`config.mk`:
```
export PLATFORM = sky130hd
export DESIGN_NAME = key_debounce_multi_flat
export DESIGN_NICKNAME = d
export VERILOG_FILES = /design/src/rtl/key_debounce_multi_if.sv /design/src/rtl/key_debounce_multi.sv /design/src/flat_wrapper.sv
export SDC_FILE = /design/constraint.sdc
export NUM_CORES = 1
export LEC_CHECK = 0
export ABC_AREA = 1
export CAP_MARGIN = 30
export CORE_AREA = 2 2 220 168
export CTS_CLUSTER_SIZE = 10
export DETAILED_ROUTE_END_ITERATION = 8
export DIE_AREA = 0 0 222 170
export PLACE_DENSITY = 0.72
export SYNTH_ARGS = -nofsm -noshare
export SYNTH_HDL_FRONTEND = slang
export SYNTH_SLANG_ARGS = --single-unit
```
`constraint.sdc`:
```
create_clock -name sys_clk -period 3.2 [get_ports sys_clk]
set_input_delay 0.64 -clock sys_clk [delete_from_list [all_inputs] [get_ports sys_clk]]
set_output_delay 0.64 -clock sys_clk [all_outputs]
set_load 0.02 [all_outputs]
```
`src/rtl/key_debounce_multi_if.sv`:
```
// Key-pin / debouncer bundle: raw active-low keys in, filtered per-key events out.
// The key-pin side (board or bench) uses master; the debouncer uses slave.
interface key_debounce_multi_if #(
  parameter int unsigned KEY_NUM = 4
) ();

  logic [KEY_NUM-1:0] key;
  logic [KEY_NUM-1:0] key_level;
  logic [KEY_NUM-1:0] key_press;
  logic [KEY_NUM-1:0] key_release;
  logic [KEY_NUM-1:0] key_flag_hold;
  logic [KEY_NUM-1:0] key_long;

  modport master (
    output key,
    input  key_level,
    input  key_press,
    input  key_release,
    input  key_flag_hold,
    input  key_long
  );

  modport slave (
    input  key,
    output key_level,
    output key_press,
    output key_release,
    output key_flag_hold,
    output key_long
  );

endinterface

```
`src/rtl/key_debounce_multi.sv`:
```
// Multi-channel debouncer for active-low keys: level, press/release/long pulses and a
// stretched press flag per key. Define KEY_REPEAT_EN to add auto-repeat after a long press.
module key_debounce_multi #(
  parameter int unsigned KEY_NUM    = 4,
  parameter int unsigned CNT_MAX    = 1_000_000,
  parameter int unsigned FLAG_HOLD  = 150_000,
  parameter int unsigned LONG_MAX   = 50_000_000,
  parameter int unsigned REPEAT_MAX = 10_000_000
) (
  input  logic               sys_clk,
  input  logic               sys_rst_n,
  key_debounce_multi_if.slave bus_io
);

  localparam int unsigned CntW  = $clog2(CNT_MAX);
  localparam int unsigned FlagW = $clog2(FLAG_HOLD);
  localparam int unsigned HoldW = $clog2(LONG_MAX);

  localparam logic [CntW-1:0]  CntLast  = CntW'(CNT_MAX - 1);
  localparam logic [FlagW-1:0] FlagLast = FlagW'(FLAG_HOLD - 1);
  localparam logic [HoldW-1:0] HoldLast = HoldW'(LONG_MAX - 1);
  localparam logic [HoldW-1:0] HoldPre  = HoldW'(LONG_MAX - 2);

  typedef enum logic [1:0] {
    StIdle,
    StPressChk,
    StPressed,
    StReleaseChk
  } state_e;

  // Synchroniser presets to released so a key held through reset needs a full debounce.
  logic [KEY_NUM-1:0] sync1_q;
  logic [KEY_NUM-1:0] key_s_q;

  state_e             state_q    [KEY_NUM];
  state_e             state_d    [KEY_NUM];
  logic [CntW-1:0]    cnt_q      [KEY_NUM];
  logic [CntW-1:0]    cnt_d      [KEY_NUM];
  logic [HoldW-1:0]   hold_q     [KEY_NUM];
  logic [HoldW-1:0]   hold_d     [KEY_NUM];
  logic [FlagW-1:0]   flag_cnt_q [KEY_NUM];
  logic [FlagW-1:0]   flag_cnt_d [KEY_NUM];

  logic [KEY_NUM-1:0] level_q, level_d;
  logic [KEY_NUM-1:0] press_q, press_d;
  logic [KEY_NUM-1:0] release_q, release_d;
  logic [KEY_NUM-1:0] flag_q, flag_d;
  logic [KEY_NUM-1:0] long_q, long_d;

`ifdef KEY_REPEAT_EN
  localparam int unsigned RepW = $clog2(REPEAT_MAX);
  localparam logic [RepW-1:0] RepLast = RepW'(REPEAT_MAX - 1);

  logic [RepW-1:0]    rep_cnt_q [KEY_NUM];
  logic [RepW-1:0]    rep_cnt_d [KEY_NUM];
  logic [KEY_NUM-1:0] rep_en_q, rep_en_d;
`else
  logic unused_repeat_max;
  assign unused_repeat_max = (REPEAT_MAX != 0);
`endif

  always_comb begin
    for (int i = 0; i < KEY_NUM; i++) begin
      state_d[i]    = state_q[i];
      cnt_d[i]      = cnt_q[i];
      hold_d[i]     = hold_q[i];
      flag_cnt_d[i] = flag_cnt_q[i];
      level_d[i]    = level_q[i];
      flag_d[i]     = flag_q[i];
      press_d[i]    = 1'b0;
      release_d[i]  = 1'b0;
      long_d[i]     = 1'b0;

      unique case (state_q[i])
        StIdle: begin
          if (!key_s_q[i]) begin
            state_d[i] = StPressChk;
            cnt_d[i]   = '0;
          end
        end
        StPressChk: begin
          if (key_s_q[i]) begin
            state_d[i] = StIdle;
            cnt_d[i]   = '0;
          end else if (cnt_q[i] == CntLast) begin
            state_d[i] = StPressed;
            cnt_d[i]   = '0;
            hold_d[i]  = '0;
            press_d[i] = 1'b1;
            level_d[i] = 1'b1;
          end else begin
            cnt_d[i] = cnt_q[i] + 1'b1;
          end
        end
        StPressed: begin
          if (key_s_q[i]) begin
            state_d[i] = StReleaseChk;
            cnt_d[i]   = '0;
          end
        end
        StReleaseChk: begin
          if (!key_s_q[i]) begin
            state_d[i] = StPressed;
            cnt_d[i]   = '0;
          end else if (cnt_q[i] == CntLast) begin
            state_d[i]   = StIdle;
            cnt_d[i]     = '0;
            hold_d[i]    = '0;
            release_d[i] = 1'b1;
            level_d[i]   = 1'b0;
          end else begin
            cnt_d[i] = cnt_q[i] + 1'b1;
          end
        end
        default: begin
          state_d[i] = StIdle;
          cnt_d[i]   = '0;
        end
      endcase

      // Hold time keeps running through release bounces; saturation limits key_long to once.
      if ((state_q[i] == StPressed || state_q[i] == StReleaseChk) && !release_d[i] &&
          hold_q[i] != HoldLast) begin
        hold_d[i] = hold_q[i] + 1'b1;
        long_d[i] = (hold_q[i] == HoldPre);
      end

`ifdef KEY_REPEAT_EN
      rep_en_d[i]  = rep_en_q[i];
      rep_cnt_d[i] = rep_cnt_q[i];
      if (release_d[i]) begin
        rep_en_d[i]  = 1'b0;
        rep_cnt_d[i] = '0;
      end else if (long_d[i]) begin
        rep_en_d[i]  = 1'b1;
        rep_cnt_d[i] = '0;
      end else if (rep_en_q[i]) begin
        if (rep_cnt_q[i] == RepLast) begin
          rep_cnt_d[i] = '0;
          press_d[i]   = 1'b1;
        end else begin
          rep_cnt_d[i] = rep_cnt_q[i] + 1'b1;
        end
      end
`endif

      // Flag follows the registered press, so a fresh press restarts it without a gap.
      if (press_q[i]) begin
        flag_d[i]     = 1'b1;
        flag_cnt_d[i] = '0;
      end else if (flag_q[i]) begin
        if (flag_cnt_q[i] == FlagLast) begin
          flag_d[i] = 1'b0;
        end else begin
          flag_cnt_d[i] = flag_cnt_q[i] + 1'b1;
        end
      end
    end
  end

  always_ff @(posedge sys_clk or negedge sys_rst_n) begin
    if (!sys_rst_n) begin
      sync1_q   <= '1;
      key_s_q   <= '1;
      level_q   <= '0;
      press_q   <= '0;
      release_q <= '0;
      flag_q    <= '0;
      long_q    <= '0;
      for (int i = 0; i < KEY_NUM; i++) begin
        state_q[i]    <= StIdle;
        cnt_q[i]      <= '0;
        hold_q[i]     <= '0;
        flag_cnt_q[i] <= '0;
      end
    end else begin
      sync1_q   <= bus_io.key;
      key_s_q   <= sync1_q;
      level_q   <= level_d;
      press_q   <= press_d;
      release_q <= release_d;
      flag_q    <= flag_d;
      long_q    <= long_d;
      for (int i = 0; i < KEY_NUM; i++) begin
        state_q[i]    <= state_d[i];
        cnt_q[i]      <= cnt_d[i];
        hold_q[i]     <= hold_d[i];
        flag_cnt_q[i] <= flag_cnt_d[i];
      end
    end
  end

`ifdef KEY_REPEAT_EN
  always_ff @(posedge sys_clk or negedge sys_rst_n) begin
    if (!sys_rst_n) begin
      rep_en_q <= '0;
      for (int i = 0; i < KEY_NUM; i++) begin
        rep_cnt_q[i] <= '0;
      end
    end else begin
      rep_en_q <= rep_en_d;
      for (int i = 0; i < KEY_NUM; i++) begin
        rep_cnt_q[i] <= rep_cnt_d[i];
      end
    end
  end
`endif

  assign bus_io.key_level     = level_q;
  assign bus_io.key_press     = press_q;
  assign bus_io.key_release   = release_q;
  assign bus_io.key_flag_hold = flag_q;
  assign bus_io.key_long      = long_q;

endmodule

```
`src/flat_wrapper.sv`:
```
// flat-port wrapper written by rule: the top's interface ports become plain ports
module key_debounce_multi_flat 
#(
  parameter int unsigned KEY_NUM    = 4,
  parameter int unsigned CNT_MAX    = 1_000_000,
  parameter int unsigned FLAG_HOLD  = 150_000,
  parameter int unsigned LONG_MAX   = 50_000_000,
  parameter int unsigned REPEAT_MAX = 10_000_000
)
  (sys_clk, sys_rst_n, bus_io_key, bus_io_key_level, bus_io_key_press, bus_io_key_release, bus_io_key_flag_hold, bus_io_key_long);
  key_debounce_multi_if #(.KEY_NUM(KEY_NUM)) bus_io_i ();
  input  logic sys_clk;
  input  logic sys_rst_n;
  input wire logic [$bits(bus_io_i.key)-1:0] bus_io_key;
  output wire logic [$bits(bus_io_i.key_level)-1:0] bus_io_key_level;
  output wire logic [$bits(bus_io_i.key_press)-1:0] bus_io_key_press;
  output wire logic [$bits(bus_io_i.key_release)-1:0] bus_io_key_release;
  output wire logic [$bits(bus_io_i.key_flag_hold)-1:0] bus_io_key_flag_hold;
  output wire logic [$bits(bus_io_i.key_long)-1:0] bus_io_key_long;
  assign bus_io_i.key = bus_io_key;
  assign bus_io_key_level = bus_io_i.key_level;
  assign bus_io_key_press = bus_io_i.key_press;
  assign bus_io_key_release = bus_io_i.key_release;
  assign bus_io_key_flag_hold = bus_io_i.key_flag_hold;
  assign bus_io_key_long = bus_io_i.key_long;
  key_debounce_multi #(.KEY_NUM(KEY_NUM), .CNT_MAX(CNT_MAX), .FLAG_HOLD(FLAG_HOLD), .LONG_MAX(LONG_MAX), .REPEAT_MAX(REPEAT_MAX)) u_core (.sys_clk(sys_clk), .sys_rst_n(sys_rst_n), .bus_io(bus_io_i));
endmodule
```
# After elaboration in Yosys (flattened, before gate mapping)
# Cells that the tools add are included.
# Widths: inputs -> output; s select.
# word_totals
reg_bits	292
in_bits	6
output_inout_bits	20
wordCells	302
# op_classes
add_sub_neg	12
eq_ne	72
muxes	140
n_reduce_logical	52
# op_table
cell	count
$mux 26	16
$mux 20	20
$pmux 20 s4	4
$mux 18	12
$pmux 26 s2	4
$add 26x1->26 const B	4
$eq 26x26->1 const B	4
$ne 26x26->1 const B	4
$add 20x1->20 const B	4
$eq 20x20->1 const B	4
$add 18x1->18 const B	4
$eq 18x18->1 const B	4
$mux 1	52
$mux 2	24
$ne 2x1->1 const B	20
$pmux 2 s4	4
$ne 3x3->1 const B	8
$reduce_and 5->1	4
$eq 2x2->1 const B	8
$ne 2x2->1 const B	8
$reduce_and 2->1	8
$reduce_and 4->1	4
$reduce_bool 2->1	8
$ne 3x1->1 const B	4
other kinds (9)	40

# Logic depth before layout (Yosys ltp)
# logic_depth
ltp_word	9
ltp_mapped	12
ltp_nobuf	12

# Worst setup path after synthesis
# OpenSTA, ideal clock, no wires.
# synth_path
path_type	register to register
from	reg u_core.flag_cnt_q[54] (netlist name)
to	reg u_core.flag_cnt_q[69] (netlist name)
setup_ns	0.119
t_arrival_ns	1.549
t_required_ns	3.081
path_slack_ns	1.533
stages_incl_launch_ff	11
n_path_buf	1
period_less_slack_ns	1.667
cell_sequence	dfrtp_1 -> ha_1 -> nand3_1 -> nor2_1 -> nand2_1 -> nand2_1 -> nand2_1 -> clkinv_1 -> buf_4 -> nand2_1 -> nand2_1
# synth_between
elab_chain_len	4
word_cells_on_any_way	7
cone_classes	add/sub (1); eq/ne (2); mux (3); reduce/logical (1)
# synth_lines
item	line	source
from (decl)	key_debounce_multi.sv:41	logic [FlagW-1:0] flag_cnt_q [KEY_NUM];
from (signal, indexed assignment)	key_debounce_multi.sv:188	flag_cnt_q[i] <= flag_cnt_d[i];
$add 18x1->18	key_debounce_multi.sv:155	flag_cnt_d[i] = flag_cnt_q[i] + 1'b1;
$mux 18	key_debounce_multi.sv:152	if (flag_cnt_q[i] == FlagLast) begin
$mux 18	key_debounce_multi.sv:151	end else if (flag_q[i]) begin
$mux 18	key_debounce_multi.sv:148	if (press_q[i]) begin
# Parallel ways exist; a longest one is shown, timed or not. The select of a mux whose other input is x is not followed.
# A chain may end at the register's enable or synchronous reset.

# Worst setup path in the final report
# layout_path
from	reg u_core.press_q[3] (netlist: u_core.bus_io.key_press[3])
to	out bus_io_key_press[3]
# layout_lines
item	line	source
from (decl)	key_debounce_multi.sv:45	logic [KEY_NUM-1:0] press_q, press_d;
from (signal assigned)	key_debounce_multi.sv:180	press_q <= press_d;
to (decl)	flat_wrapper.sv:16	output wire logic [$bits(bus_io_i.key_press)-1:0] bus_io_key_press;
# No word-level cell between the ends.

==> flow_summary.json <==
{
  "syn_nets": 2648,
  "synthesis.area_um2": 18340,
  "wirelength_um": 42230,
  "crit_path_start_kind": "register",
  "critPathTopFamily": "buffers and inverters",
  "critPathRequiredTime_ns": 2.56,
  "grt_max_degree": 67,
  "rsz0062_at_grt": "no",
  "end_kind": "output pin",
  "utilization_pct": 56.12,
  "antenna_found_initial": 0,
  "multi_input_area_um2": 9432,
  "final_cell_area_um2": 19930,
  "rows": 60,
  "drive_gt1_share_pct": 5.105,
  "fin_crit_ns": 2.425,
  "synthCells": 2626,
  "finalSetupTns_ns": 0,
  "crit_buf_inv": 1,
  "fin_hold_ws_ns": 0.06435,
  "cts.htree.levels": 2,
  "clock.fmax_ghz": 0.4123,
  "ys_seq_area_share_pct": 39.90,
  "synthArstFlopShare_pct": 100.0,
  "ys_warn_count": 0,
  "synth_edf_count": 0,
  "final_cells": 3129,
  "portBuffers": 25,
  "place_area_um2": 18920,
  "max-clock-path-buffers": 3,
  "path_max_fanout": 11,
  "dp_cells": 3071,
  "avgRoutedWirePerCell_um": 13.50,
  "p_total_mw": 8.576,
  "nFillCells": 3367,
  "critPathSlowestCell": "clkdlybuf4s50_1",
  "drtPass1Iterations": 5,
  "setup_ws_ns": 0.7746,
  "leakagePower_nw": 9.791,
  "r2r_slack_ns": 0.91,
  "drc_errors": 0,
  "top_register": "u_core.hold_q",
  "clock-sinks": 292,
  "outcome": "finished clean",
  "hold_viol": 0,
  "critPathArrivalTime_ns": 1.79,
  "die_w_um": 222,
  "drt_iter0_markers": 1485,
  "cts_root_buffer": "clkbuf_16",
  "largest_reg_flops": 104,
  "coreArea_um2": 35510,
  "cts_setup_buffers": 0,
  "grt_first_pass_wirelength_um": 73600,
  "ant_nets": 0,
  "drv_slew": 0,
  "nNetsFinal": 2665,
  "period_share_pct": 75.79,
  "place_hpwl_um": 30140,
  "synth.avg_cell_area_um2": 6.984,
  "cts_resized": 0,
  "clkSlewWorstSetupHoldPaths_ns": 0.06,
  "crit_path_cell_trace": "clkdlybuf4s50_1",
  "ys_types": 44,
  "synth_flop_cell": "dfrtp_1",
  "relSlewSlack_pct": 46.74,
  "diodes": 0,
  "clock_latency_ns": 0.53,
  "setup_violations": 0,
  "first_global_vias": 15420,
  "postCtsHoldBufs": 0,
  "ys_ff_latch": 292,
  "ir_drop_mv": 0.4568,
  "cts_tree": "built",
  "routed_via_density": 5.310,
  "dieHeight_um": 170,
  "top_regs": "u_core.hold_q x104, u_core.cnt_q x80, u_core.flag_cnt_q x72",
  "tightest_slew_ns": 0.7970,
  "ios": 26,
  "initial_core_util_pct": 51.65,
  "finClkSkew_ns": 0.02159,
  "max_stage_delay_ns": 0.68,
  "area_delta_synth_final_pct": 8.672,
  "power_density_nw_per_um2": 430.3,
  "post-place-ws_ns": 0.8884,
  "die-area_um2": 37740,
  "grtUsageTotal_pct": 22.91,
  "hold_path.class": "input port to asynchronous set/reset pin",
  "max_cap_viol_count": 0,
  "ff_latch_area_um2": 7317,
  "numCtsBuffers": 35,
  "crit_type": "register to output pin",
  "gp_congestion": 0.9430,
  "num_vias": 16620,
  "grt_overflow": 0
}
==> area by class of cell <==
type	instances	share of cell area [%]
multi-input combinational	1955	47.33
inverter	323	6.109
sequential	292	36.72
tap	465	2.919
timing repair buffer	36	1.883
clock buffer	57	5.023
clock inverter	1	0.02511
==> kinds of logic after synthesis <==
| kind of cell | after synthesis | share of synthesized area (%) |
|---|---|---|
| compound gates | 123 | 3.671 |
| xor+xnor | 145 | 6.925 |
| fa+ha+maj | 16 | 1.092 |
| buf+inv | 379 | 8.672 |
| flops | 292 | 39.90 |
| simple gates | 1671 | 39.74 |
==> cells in the mapped netlist, types with 6 or more instances <==
cell / n / area share, %
xor2_1: 122 / 5.8
dfstp_2: 8 / 1.1
nand2_1: 835 / 17
o21ai_0: 67 / 1.8
nor2_1: 339 / 6.9
a21oi_1: 21 / 0.57
xnor2_1: 23 / 1.1
nor3_1: 68 / 1.9
inv_2: 16 / 0.33
nand2_2: 15 / 0.51
nand4_1: 77 / 2.6
nand4_2: 6 / 0.41
nor2_2: 11 / 0.38
clkbuf_1: 11 / 0.23
buf_6: 15 / 0.92
o21ai_1: 8 / 0.22
nand3_1: 290 / 7.9
inv_1: 302 / 6.2
buf_2: 22 / 0.60
ha_1: 16 / 1.1
o22ai_1: 10 / 0.34
buf_4: 6 / 0.25
dfrtp_1: 284 / 39
nor2_4: 10 / 0.61
==> worst paths after layout <==
kind / startpoint / to / cells past startpoint
max: u_core.bus_io.key_press[3]$_DFF_PN0_ / bus_io_key_press[3] / 1
min: sys_rst_n / u_core.flag_cnt_q[18]$_DFFE_PN0P_ / 1
max reg2reg: u_core.flag_cnt_q[54]$_DFFE_PN0P_ / u_core.flag_cnt_q[71]$_DFFE_PN0P_ / 9
min reg2reg: u_core.sync1_q[1]$_DFF_PN1_ / u_core.key_s_q[1]$_DFF_PN1_ / 0
max in group asynchronous: sys_rst_n / u_core.flag_cnt_q[12]$_DFFE_PN0P_ / 2
min in group sys_clk: u_core.sync1_q[1]$_DFF_PN1_ / u_core.key_s_q[1]$_DFF_PN1_ / 0
==> metal layers <==
layer,global-route usage [%],wire [um],vias to the layer above,part of all wire (%)
li1,-,-,8331,-
met1,34.65,21330,7700,51
met2,34.35,17580,526,42
met3,3.798,2739,59,6.5
met4,5.141,575,0,1.4
met5,0,0,-,0
==> report_power, final <==
part | leakage (nW) | switching [mW] | total, mW | internal (mW)
combinational | 5.30 | 0.621 | 0.898 | 0.277
sequential | 4.00 | 0.200 | 4.07 | 3.87
clock | 0.483 | 1.49 | 3.61 | 2.12
total | 9.79 | 2.31 | 8.58 | 6.26
==> cell usage in the layout (no fill, tap or decap), types with 20 or more instances in the layout <==
master / synthesis / final
nor3_1: 68 / 68
clkdlybuf4s50_1: 0 / 24
xnor2_1: 23 / 23
o21ai_0: 67 / 67
nand4_1: 77 / 77
clkbuf_16: 0 / 37
nand2_1: 835 / 835
clkbuf_1: 11 / 20
dfrtp_1: 284 / 284
nand3_1: 290 / 290
xor2_1: 122 / 122
inv_1: 302 / 302
a21oi_1: 21 / 21
nor2_1: 339 / 339
Note: power is estimated with default switching activity, not from simulation.
